[src/rtl/hd44780_pkg.sv]
// Shared definitions for the HD44780-style character display responder:
// instruction masks, DDRAM geometry, FSM states and address-counter helpers.
package hd44780_pkg;

  localparam int LINE_W      = 1;
  localparam int COL_W       = 4;
  localparam int ADDR_W      = LINE_W + COL_W;
  localparam int DDRAM_DEPTH = 32;

  localparam logic [7:0] CHAR_SPACE = 8'h20;

  // Instruction masks; the highest set bit of an RS=0 write selects the instruction.
  localparam logic [7:0] OP_SET_DDRAM = 8'h80;
  localparam logic [7:0] OP_SET_CGRAM = 8'h40;
  localparam logic [7:0] OP_FUNC_SET  = 8'h20;
  localparam logic [7:0] OP_SHIFT     = 8'h10;
  localparam logic [7:0] OP_DISP_CTRL = 8'h08;
  localparam logic [7:0] OP_ENTRY     = 8'h04;
  localparam logic [7:0] OP_HOME      = 8'h02;
  localparam logic [7:0] OP_CLEAR     = 8'h01;

  typedef enum logic [1:0] {
    ST_IDLE  = 2'd0,
    ST_EXEC  = 2'd1,
    ST_CLEAR = 2'd2,
    ST_BUSY  = 2'd3
  } state_t;

  // AC is {line, col}; plain modulo-32 stepping gives the line wrap in both directions.
  function automatic logic [ADDR_W-1:0] ac_step(input logic [ADDR_W-1:0] ac, input logic inc);
    return inc ? ac + ADDR_W'(1) : ac - ADDR_W'(1);
  endfunction

  function automatic logic [7:0] status_byte(input logic busy, input logic [ADDR_W-1:0] ac);
    return {busy, ac[ADDR_W-1], 2'b00, ac[COL_W-1:0]};
  endfunction

endpackage

[src/rtl/hd44780_responder_ddram.sv]
// 2x16 display data RAM: one synchronous write port and two registered read ports
// (bus read and host view); a same-cycle read of a written address returns the old byte.
module ddram_2x16
  import hd44780_pkg::*;
(
  input  logic              clk_48mhz,
  input  logic              we,
  input  logic [ADDR_W-1:0] waddr,
  input  logic [7:0]        wdata,
  input  logic [ADDR_W-1:0] raddr_a,
  output logic [7:0]        rdata_a,
  input  logic [ADDR_W-1:0] raddr_b,
  output logic [7:0]        rdata_b
);

  logic [7:0] mem [DDRAM_DEPTH];

  always_ff @(posedge clk_48mhz) begin
    if (we) mem[waddr] <= wdata;
    rdata_a <= mem[raddr_a];
    rdata_b <= mem[raddr_b];
  end

endmodule

[src/rtl/hd44780_responder.sv]
// Display-side model of the 8-bit HD44780 parallel bus: synchronizes the master's
// pins, decodes instructions, owns DDRAM, address counter and busy flag, answers reads.
module hd44780_responder
  import hd44780_pkg::*;
#(
  parameter int BUSY_CYCLES  = 48,
  parameter int CLEAR_CYCLES = 4800
) (
  input  logic       clk_48mhz,
  input  logic       reset,
  input  logic       rs_pin,
  input  logic       rw_pin,
  input  logic       e_pin,
  input  logic [7:0] db_in,
  output logic [7:0] db_out,
  output logic       db_oe,
  output logic       busy,
  output logic       display_on,
  output logic       cmd_valid,
  output logic [8:0] cmd_word,
  output logic       proto_err,
  input  logic [4:0] view_addr,
  output logic [7:0] view_data
);

  localparam int CNT_MAX = (CLEAR_CYCLES > BUSY_CYCLES) ? CLEAR_CYCLES : BUSY_CYCLES;
  localparam int CNT_W   = $clog2(CNT_MAX + 1);
  localparam logic [ADDR_W-1:0] LAST_ADDR = ADDR_W'(DDRAM_DEPTH - 1);

  // Bus protocol: the master sets RS, R/W and DB, raises E, then drops E while they
  // stay stable; the falling edge of the synchronized E is the single commit point.
  logic       rs_s1, rs_s2, rw_s1, rw_s2, e_s1, e_s2;
  logic [7:0] db_s1, db_s2;

  always_ff @(posedge clk_48mhz) begin
    if (reset) begin
      rs_s1 <= 1'b0; rs_s2 <= 1'b0;
      rw_s1 <= 1'b0; rw_s2 <= 1'b0;
      e_s1  <= 1'b0; e_s2  <= 1'b0;
      db_s1 <= 8'h00; db_s2 <= 8'h00;
    end else begin
      rs_s1 <= rs_pin; rs_s2 <= rs_s1;
      rw_s1 <= rw_pin; rw_s2 <= rw_s1;
      e_s1  <= e_pin;  e_s2  <= e_s1;
      db_s1 <= db_in;  db_s2 <= db_s1;
    end
  end

  logic e_fall, wr_fall, rd_fall, accept;
  assign e_fall  = e_s2 & ~e_s1;
  assign wr_fall = e_fall & ~rw_s2;
  assign rd_fall = e_fall & rw_s2;
  assign db_oe   = rw_s2 & e_s2;

  state_t            state, state_nxt;
  logic [CNT_W-1:0]  cnt, cnt_nxt;
  logic [ADDR_W-1:0] clr_idx, clr_idx_nxt;
  logic [ADDR_W-1:0] ac;
  logic              inc_dir;
  logic              cmd_rs;
  logic [7:0]        cmd_db;
  logic              ram_we;
  logic [ADDR_W-1:0] ram_waddr;
  logic [7:0]        ram_wdata, bus_rdata;

  assign accept = wr_fall & (state == ST_IDLE);
  // The flag drops on the final count cycle, while the FSM still refuses writes then.
  assign busy   = (state != ST_IDLE) && !((state == ST_BUSY) && (cnt == '0));

  always_ff @(posedge clk_48mhz) begin
    if (reset) begin
      state   <= ST_IDLE;
      cnt     <= '0;
      clr_idx <= '0;
    end else begin
      state   <= state_nxt;
      cnt     <= cnt_nxt;
      clr_idx <= clr_idx_nxt;
    end
  end

  always_comb begin
    state_nxt   = state;
    cnt_nxt     = cnt;
    clr_idx_nxt = clr_idx;
    ram_we      = 1'b0;
    ram_waddr   = ac;
    ram_wdata   = cmd_db;
    unique case (state)
      ST_IDLE: if (accept) state_nxt = ST_EXEC;
      ST_EXEC: begin
        if (!cmd_rs && (cmd_db == OP_CLEAR)) begin
          state_nxt   = ST_CLEAR;
          clr_idx_nxt = '0;
        end else begin
          state_nxt = ST_BUSY;
          cnt_nxt   = CNT_W'(BUSY_CYCLES);
          ram_we    = cmd_rs;
        end
      end
      ST_CLEAR: begin
        ram_we      = 1'b1;
        ram_waddr   = clr_idx;
        ram_wdata   = CHAR_SPACE;
        clr_idx_nxt = clr_idx + ADDR_W'(1);
        if (clr_idx == LAST_ADDR) begin
          state_nxt = ST_BUSY;
          cnt_nxt   = CNT_W'(CLEAR_CYCLES);
        end
      end
      ST_BUSY: begin
        if (cnt == '0) state_nxt = ST_IDLE;
        else cnt_nxt = cnt - CNT_W'(1);
      end
      default: state_nxt = ST_IDLE;
    endcase
  end

  logic is_set_ddram, is_ignored, is_disp_ctrl, is_entry, is_home;
  assign is_set_ddram = |(cmd_db & OP_SET_DDRAM);
  assign is_ignored   = |(cmd_db & (OP_SET_CGRAM | OP_FUNC_SET | OP_SHIFT));
  assign is_disp_ctrl = |(cmd_db & OP_DISP_CTRL);
  assign is_entry     = |(cmd_db & OP_ENTRY);
  assign is_home      = |(cmd_db & OP_HOME);

  always_ff @(posedge clk_48mhz) begin
    if (reset) begin
      ac         <= '0;
      inc_dir    <= 1'b1;
      display_on <= 1'b0;
      cmd_valid  <= 1'b0;
      cmd_word   <= 9'h000;
      proto_err  <= 1'b0;
      cmd_rs     <= 1'b0;
      cmd_db     <= 8'h00;
      db_out     <= 8'h00;
    end else begin
      cmd_valid <= accept;
      proto_err <= wr_fall & (state != ST_IDLE);
      db_out    <= rs_s2 ? bus_rdata : status_byte(busy, ac);
      if (accept) begin
        cmd_rs   <= rs_s2;
        cmd_db   <= db_s2;
        cmd_word <= {rs_s2, db_s2};
      end
      if (state == ST_EXEC) begin
        if (cmd_rs) ac <= ac_step(ac, inc_dir);
        else if (is_set_ddram) ac <= {cmd_db[6], cmd_db[3:0]};
        else if (!is_ignored) begin
          if (is_disp_ctrl) display_on <= cmd_db[2];
          else if (is_entry) inc_dir <= cmd_db[1];
          else if (is_home) ac <= '0;
        end
      end else if ((state == ST_CLEAR) && (clr_idx == LAST_ADDR)) begin
        ac      <= '0;
        inc_dir <= 1'b1;
      end else if (rd_fall && rs_s2 && (state != ST_CLEAR)) begin
        ac <= ac_step(ac, inc_dir);
      end
    end
  end

  ddram_2x16 u_ddram (
    .clk_48mhz (clk_48mhz),
    .we        (ram_we),
    .waddr     (ram_waddr),
    .wdata     (ram_wdata),
    .raddr_a   (ac),
    .rdata_a   (bus_rdata),
    .raddr_b   (view_addr),
    .rdata_b   (view_data)
  );

endmodule

[config.mk]
export PLATFORM = sky130hd
export DESIGN_NAME = hd44780_responder
export DESIGN_NICKNAME = d
export VERILOG_FILES = /design/src/rtl/hd44780_pkg.sv /design/src/rtl/hd44780_responder_ddram.sv /design/src/rtl/hd44780_responder.sv
export SDC_FILE = /design/constraint.sdc
export NUM_CORES = 1
export LEC_CHECK = 0
export CAP_MARGIN = 10
export CORE_MARGIN = 3
export CORE_UTILIZATION = 40
export DETAILED_ROUTE_END_ITERATION = 16
export PLACE_DENSITY = 0.57
export SYNTH_ARGS = -nofsm -noshare
export SYNTH_HDL_FRONTEND = slang
export SYNTH_SLANG_ARGS = --single-unit
[constraint.sdc]
create_clock -name clk_48mhz -period 2.7 [get_ports clk_48mhz]
set_input_delay 0.405 -clock clk_48mhz [delete_from_list [all_inputs] [get_ports clk_48mhz]]
set_output_delay 0.405 -clock clk_48mhz [all_outputs]
set_load 0.01 [all_outputs]
; Word level (Yosys, flattened, before mapping)
; Memory sizes are Yosys's and may differ from the RTL's. A register that Yosys moved wholly into a read port is not among the register bits.
; Index checks and enable logic that the tools add are counted.
[op_classes]
addsub = 4
eq_ne = 21
n_mux = 35
bitwise = 12
n_reduce_logical = 23
[op_table]
columns = cell, count
row1 = $mux W5, 12
row2 = $mux W13, 3
row3 = $pmux W13 S3, 1
row4 = $ne A2 B2 Y1 const B, 11
row5 = $mux W8, 2
row6 = $ne A4 B4 Y1 const B, 4
row7 = $logic_not A13 Y1, 1
row8 = $sub A13 B1 Y13 const B, 1
row9 = $mux W1, 11
row10 = $add A5 B1 Y5 const B, 2
row11 = $pmux W5 S2, 1
row12 = $reduce_and A5 Y1, 2
row13 = $eq A8 B1 Y1 const B, 1
row14 = $pmux W2 S4, 1
row15 = $and A1 B1 Y1, 6
row16 = $logic_and A1 B1 Y1, 6
row17 = $mux W2, 3
row18 = $not A1 Y1, 6
row19 = $reduce_and A6 Y1, 1
row20 = $reduce_bool A2 Y1, 3
row21 = $reduce_bool A3 Y1, 2
row22 = $eq A5 B5 Y1 const B, 1
row23 = $sub A5 B1 Y5 const B, 1
row24 = $eq A2 B2 Y1 const B, 2
row25 = other kinds (10), 11
[totals]
register_bits = 77
ramBits = 256
input_bits = 18
out_inout_bits = 30
elab_cells = 117
mem_count = 1
[mem_list]
columns = memory, depth, width, read_ports, rd_clocked_by_memory_dff, write_ports, line_no
row1 = u_ddram.mem, 32, 8, 2, 2, 1, hd44780_responder_ddram.sv:16  ; logic [7:0] mem [DDRAM_DEPTH];

; Logic depth before layout (Yosys ltp)
[logic_depth]
depth_word = 8
depth_mapped = 10
mapped_depth_nobuf = 8

; Cells and area by module
; A second synthesis with hierarchy kept.
[unflattened]
cells_unflattened = 881
hier_area_um2 = 15307.2
[modules_own_cells]
columns = mod, n_inst, cells_per_inst, area_each_um2, seq_area_each_um2
row1 = ddram_2x16, 1, 533, 12206.7, 8007.7
row2 = hd44780_responder, 1, 348, 3100.5, 1361.3

; Worst setup path before layout
; OpenSTA, ideal clock, no wires.
[synth_path]
path_kind = reg2reg
start = reg state[0]
end = mem u_ddram.mem[16][0] (enable)
setup_time_ns = 0.371
arrival_time_ns = 2.133
required_time_ns = 2.329
path_slack_ns = 0.196
path_stages_with_launch = 10
n_path_buf = 3
period_less_slack_ns = 2.504
path_cell_list = dfxtp_1 -> inv_1 -> ha_1 -> clkbuf_1 -> buf_1 -> buf_2 -> nand2_1 -> o31ai_1 -> nand2_1 -> nor2_1
[synth_between]
elab_chain_cells = 4
elab_cells_between_ends = 6
classes_between = 2 x eq/ne / 4 x mux
[synth_lines]
columns = element, line_no
row1 = start: declaration, hd44780_responder.sv:55  ; state_t state, state_nxt;
row2 = start signal: assignment, hd44780_responder.sv:76  ; state <= state_nxt;
row3 = $eq A2 B2 Y1 / $eq A2 B1 Y1 (equally long branches), hd44780_responder.sv:89  ; unique case (state)
row4 = $pmux W1 S2, hd44780_responder.sv:89
row5 = $mux W1, hd44780_responder_ddram.sv:19  ; if (we) mem[waddr] <= wdata;
row6 = $mux W1 (not written as such), hd44780_responder_ddram.sv:19
row7 = end: declaration, hd44780_responder_ddram.sv:16
; Parallel ways exist; a longest one is shown, timed or not.

; Worst setup path after layout
[layout_path]
start = reg cnt[0]
end = out busy
[layout_between]
elab_chain_cells = 4
[layout_lines]
columns = element, line_no
row1 = start: declaration, hd44780_responder.sv:56  ; logic [CNT_W-1:0] cnt, cnt_nxt;
row2 = start signal: assignment, hd44780_responder.sv:77  ; cnt <= cnt_nxt;
row3 = $logic_not A13 Y1, hd44780_responder.sv:68  ; assign busy = (state != ST_IDLE) && !((state == ST_BUSY) && (cnt == '0));
row4 = $logic_and A1 B1 Y1, hd44780_responder.sv:68
row5 = $logic_not A1 Y1, hd44780_responder.sv:68
row6 = $logic_and A1 B1 Y1, hd44780_responder.sv:68
row7 = end: declaration, hd44780_responder.sv:17  ; output logic busy,
; Every way passes these cells.

==> results.json <==
{
  "clock_path_buffers": 3,
  "crit_cells": 6,
  "nets": 1086,
  "crit_buf_inv": 2,
  "synth_cell_types": 67,
  "drc": 0,
  "dieArea_sq_mm": 0.04009,
  "numCtsBuffers": 38,
  "vias": 9389,
  "grt_antenna_before_repair": 0,
  "finalHoldViolations": 0,
  "routed_via_density": 5.909,
  "crit_chain": "inv_1 -> ha_2 -> or4b_4 -> nor4_4 -> nor2_1 -> clkbuf_2",
  "drt_iter0_markers": 1014,
  "yosysTopAreaCell": "edfxtp_1",
  "slowest_delay_ps": 510,
  "overflow": 0,
  "nFillCells": 3127,
  "p_seq_share_pct": 43.0,
  "grt_pass1_vias": 9401,
  "coreArea_sq_mm": 0.03687,
  "endpoint_kind": "primary output",
  "intPower_mw": 9.931,
  "cp.arrival_ps": 2180,
  "clkPwrFrac_pct": 35.9,
  "leakage_nw": 5.823,
  "synth_seq_cells": 340,
  "peakVddDrop_mv": 0.5338,
  "fin_crit_ps": 2585,
  "crit_required_ps": 2300,
  "finalSetupViolCount": 0,
  "grt_pass1_wl_mm": 60.98,
  "firstDrtPassIters": 5,
  "rsz0062_at_grt": "no",
  "cts_sinks": 340,
  "ys.flop_type": "edfxtp_1",
  "area_delta_synth_final_pct": 18.13,
  "worst_setup_path_start_kind": "flop",
  "path_clk_slew_ps": 60,
  "yosys_warnings": 0,
  "synth_edf_count": 256,
  "portBuffers": 47,
  "maxSlewHeadroom_pct": 31.20,
  "routedWlPerCell_microns": 25.82,
  "synthTopCellsByArea": "edfxtp_1 51%, mux4_2 19%, dfxtp_1 11%",
  "io_pins": 48,
  "root_buffer": "clkbuf_16",
  "p_sw_mw": 3.984,
  "drive_gt1_share_pct": 27.47,
  "dp_cells": 1517,
  "synthArstFlopShare_pct": 0,
  "ant_nets": 0,
  "insertion_delay_ps": 550,
  "rows": 70,
  "max_freq_ghz": 0.3868,
  "cts_max_level": 2,
  "crit_slowest_cell": "or4b_4",
  "dp_hpwl_mm": 27.17,
  "grt_util_all_layers_pct": 20.34,
  "drt_wl_total_mm": 41.03,
  "setup_tns_ps": 0,
  "crit_family": "simple AND/OR/NAND/NOR gates",
  "finalMaxSlewViolations": 0,
  "crit_type": "flop to primary output",
  "ff2ff_setup_slack_ps": 200,
  "syn_nets": 979,
  "synth_seq_area_share_pct": 62.09,
  "p_sw_share_pct": 28.63,
  "gp_congestion": 0.8964,
  "cts_tree": "done",
  "powerDensity_mw_per_mm2": 780.7,
  "worstRegToRegCells": 5,
  "drv_cap": 0,
  "initial_utilization_pct": 40.92,
  "grt_max_degree": 69,
  "skew_ps": 22.71,
  "die_x_microns": 200.2,
  "diodes": 0,
  "syn_inst": 949,
  "stdcell_count": 1589,
  "worst-path-max-fanout": 4,
  "status": "complete, no violations",
  "netlist_area_sq_mm": 0.01509,
  "power.share.combinational_pct": 21.1,
  "period_share_pct": 95.74,
  "die_y_microns": 200.2,
  "worstHoldPathType": "input pin to flop",
  "holdPathStages": 2,
  "yosysTopAreaCellShare_pct": 50.95,
  "worst_pin_slew_ps": 1028,
  "synth_area_per_cell_sq_um": 15.90
}
-- metrics by stage --
| stage | power, mW | setup WS (ps) | instance area (sq um) | utilization [%] | hold slack (ps) |
|---|---|---|---|---|---|
| after detailed placement | 8.975 | 214.9 | 16600 | 45.01 | 420.4 |
| final | 13.92 | 115.0 | 17820 | 48.34 | 171.2 |
| after global placement | 8.943 | 279.9 | 16600 | 45.01 | 418.2 |
| after CTS | 14.00 | 15.69 | 17810 | 48.30 | 154.1 |
| after global routing | 14.44 | 1.920 | 17820 | 48.34 | 183.4 |
| after floorplan | 7.873 | 196.1 | 15090 | - | 413.8 |
-- path summary, 6_finish.rpt --
kind                                from                  to
worst max register to register  state[0]  u_ddram.mem[28][2]
worst max-delay path              cnt[0]                busy
worst min register to register  db_s2[4]         cmd_word[4]
worst min-delay path               reset              cnt[5]
-- layout make-up --
cell class	count	area [sq um]	area share, %
tap	504	630.6	3.538
clock buffer	47	1016	5.700
multi-input combinational	534	5431	30.47
sequential	340	9379	52.62
clock inverter	22	182.7	1.025
timing repair buffer	127	1129	6.332
inverter	15	56.30	0.3159
-- layout by cell type (no fill, tap or decap), drive strengths merged, types with 3 or more instances in the layout --
cell and count:
edfxtp 256, mux4 128, dfxtp 84, buf 83
o22ai 66, nor2 60, clkbuf 48, nand2 47
clkdlybuf4s50 43, nor2b 34, nor4 18, clkinv 18
a21oi 17, inv 16, nand3 15, mux2i 12
nand3b 11, o21ai 11, ha 11, nor3 8
nand2b 7, and2 6, a211oi 6, or2 6
or3 5, nor3b 5, a31oi 5, and3 4
o31ai 4, a21o 4, xnor2 4, or3b 3
a311oi 3, a31o 3, or4 3, o41ai 3
-- synth_stat cells, types with 5 or more instances --
library cell  count
buf_2            16
mux2i_1          12
ha_1             11
a31oi_1           5
nand2b_1          7
or3_1             5
inv_1            13
nor2_1           60
nor3_1            8
dfxtp_1          84
a21oi_1          17
nor4_1           17
clkbuf_1         33
nand3_1          15
nand3b_1         11
nor3b_1           5
nand2_1          47
edfxtp_1        256
mux4_2          128
o22ai_1          66
nor2b_1          34
buf_1             8
o21ai_0          11
and2_1            6
-- cells by family after synthesis --
family	synth area share [%]
simple gates	8.367
buf+inv	2.098
compound gates	6.136
fa+ha+maj	1.045
mux	19.98
flops	62.09
xor+xnor	0.2902
-- what timing repair did --
| action | in CTS | in global routing |
|---|---|---|
| buffers inserted | 1 | 2 |
| hold buffers | 0 | 0 |
| gates resized for setup | 5 | 3 |
| pin swaps | 1 | 1 |
| cloned | 0 | 0 |
| setup endpoints to repair | 1 | 1 |
-- flip-flops by register name (all words and copies together) (netlist names), 2 cells and up --
| signal | cells |
|---|---|
| cmd_word | 9 |
| u_ddram.mem | 256 |
| u_ddram.rdata_b | 8 |
| u_ddram.rdata_a | 8 |
| db_s1 | 8 |
| clr_idx | 5 |
| state | 2 |
| db_s2 | 8 |
| cnt | 13 |
| db_out | 8 |
| ac | 5 |
-- power groups by stage --
stage | clock [mW] | sequential, mW | combinational [mW]
2_1_floorplan | 0 | 6.01 | 1.86
6_report | 4.99 | 5.98 | 2.94
3_3_place_gp | 0 | 6.09 | 2.85
3_5_place_dp | 0 | 6.09 | 2.89
4_1_cts | 5.11 | 5.98 | 2.91
5_1_grt | 5.31 | 6.00 | 3.13
-- per-layer routing --
layer  GRT usage [%]  part of all wire [%]  routed length, microns  vias to the layer above
met1           27.30                    41                   16870                     4880
met4           6.444                   3.1                    1271                        0
met5               0                     0                       0                        -
met2           34.01                    49                   20170                      367
met3           3.543                   6.6                    2716                       76
li1                -                     -                       -                     4066
(Power assumes the default switching activity.)
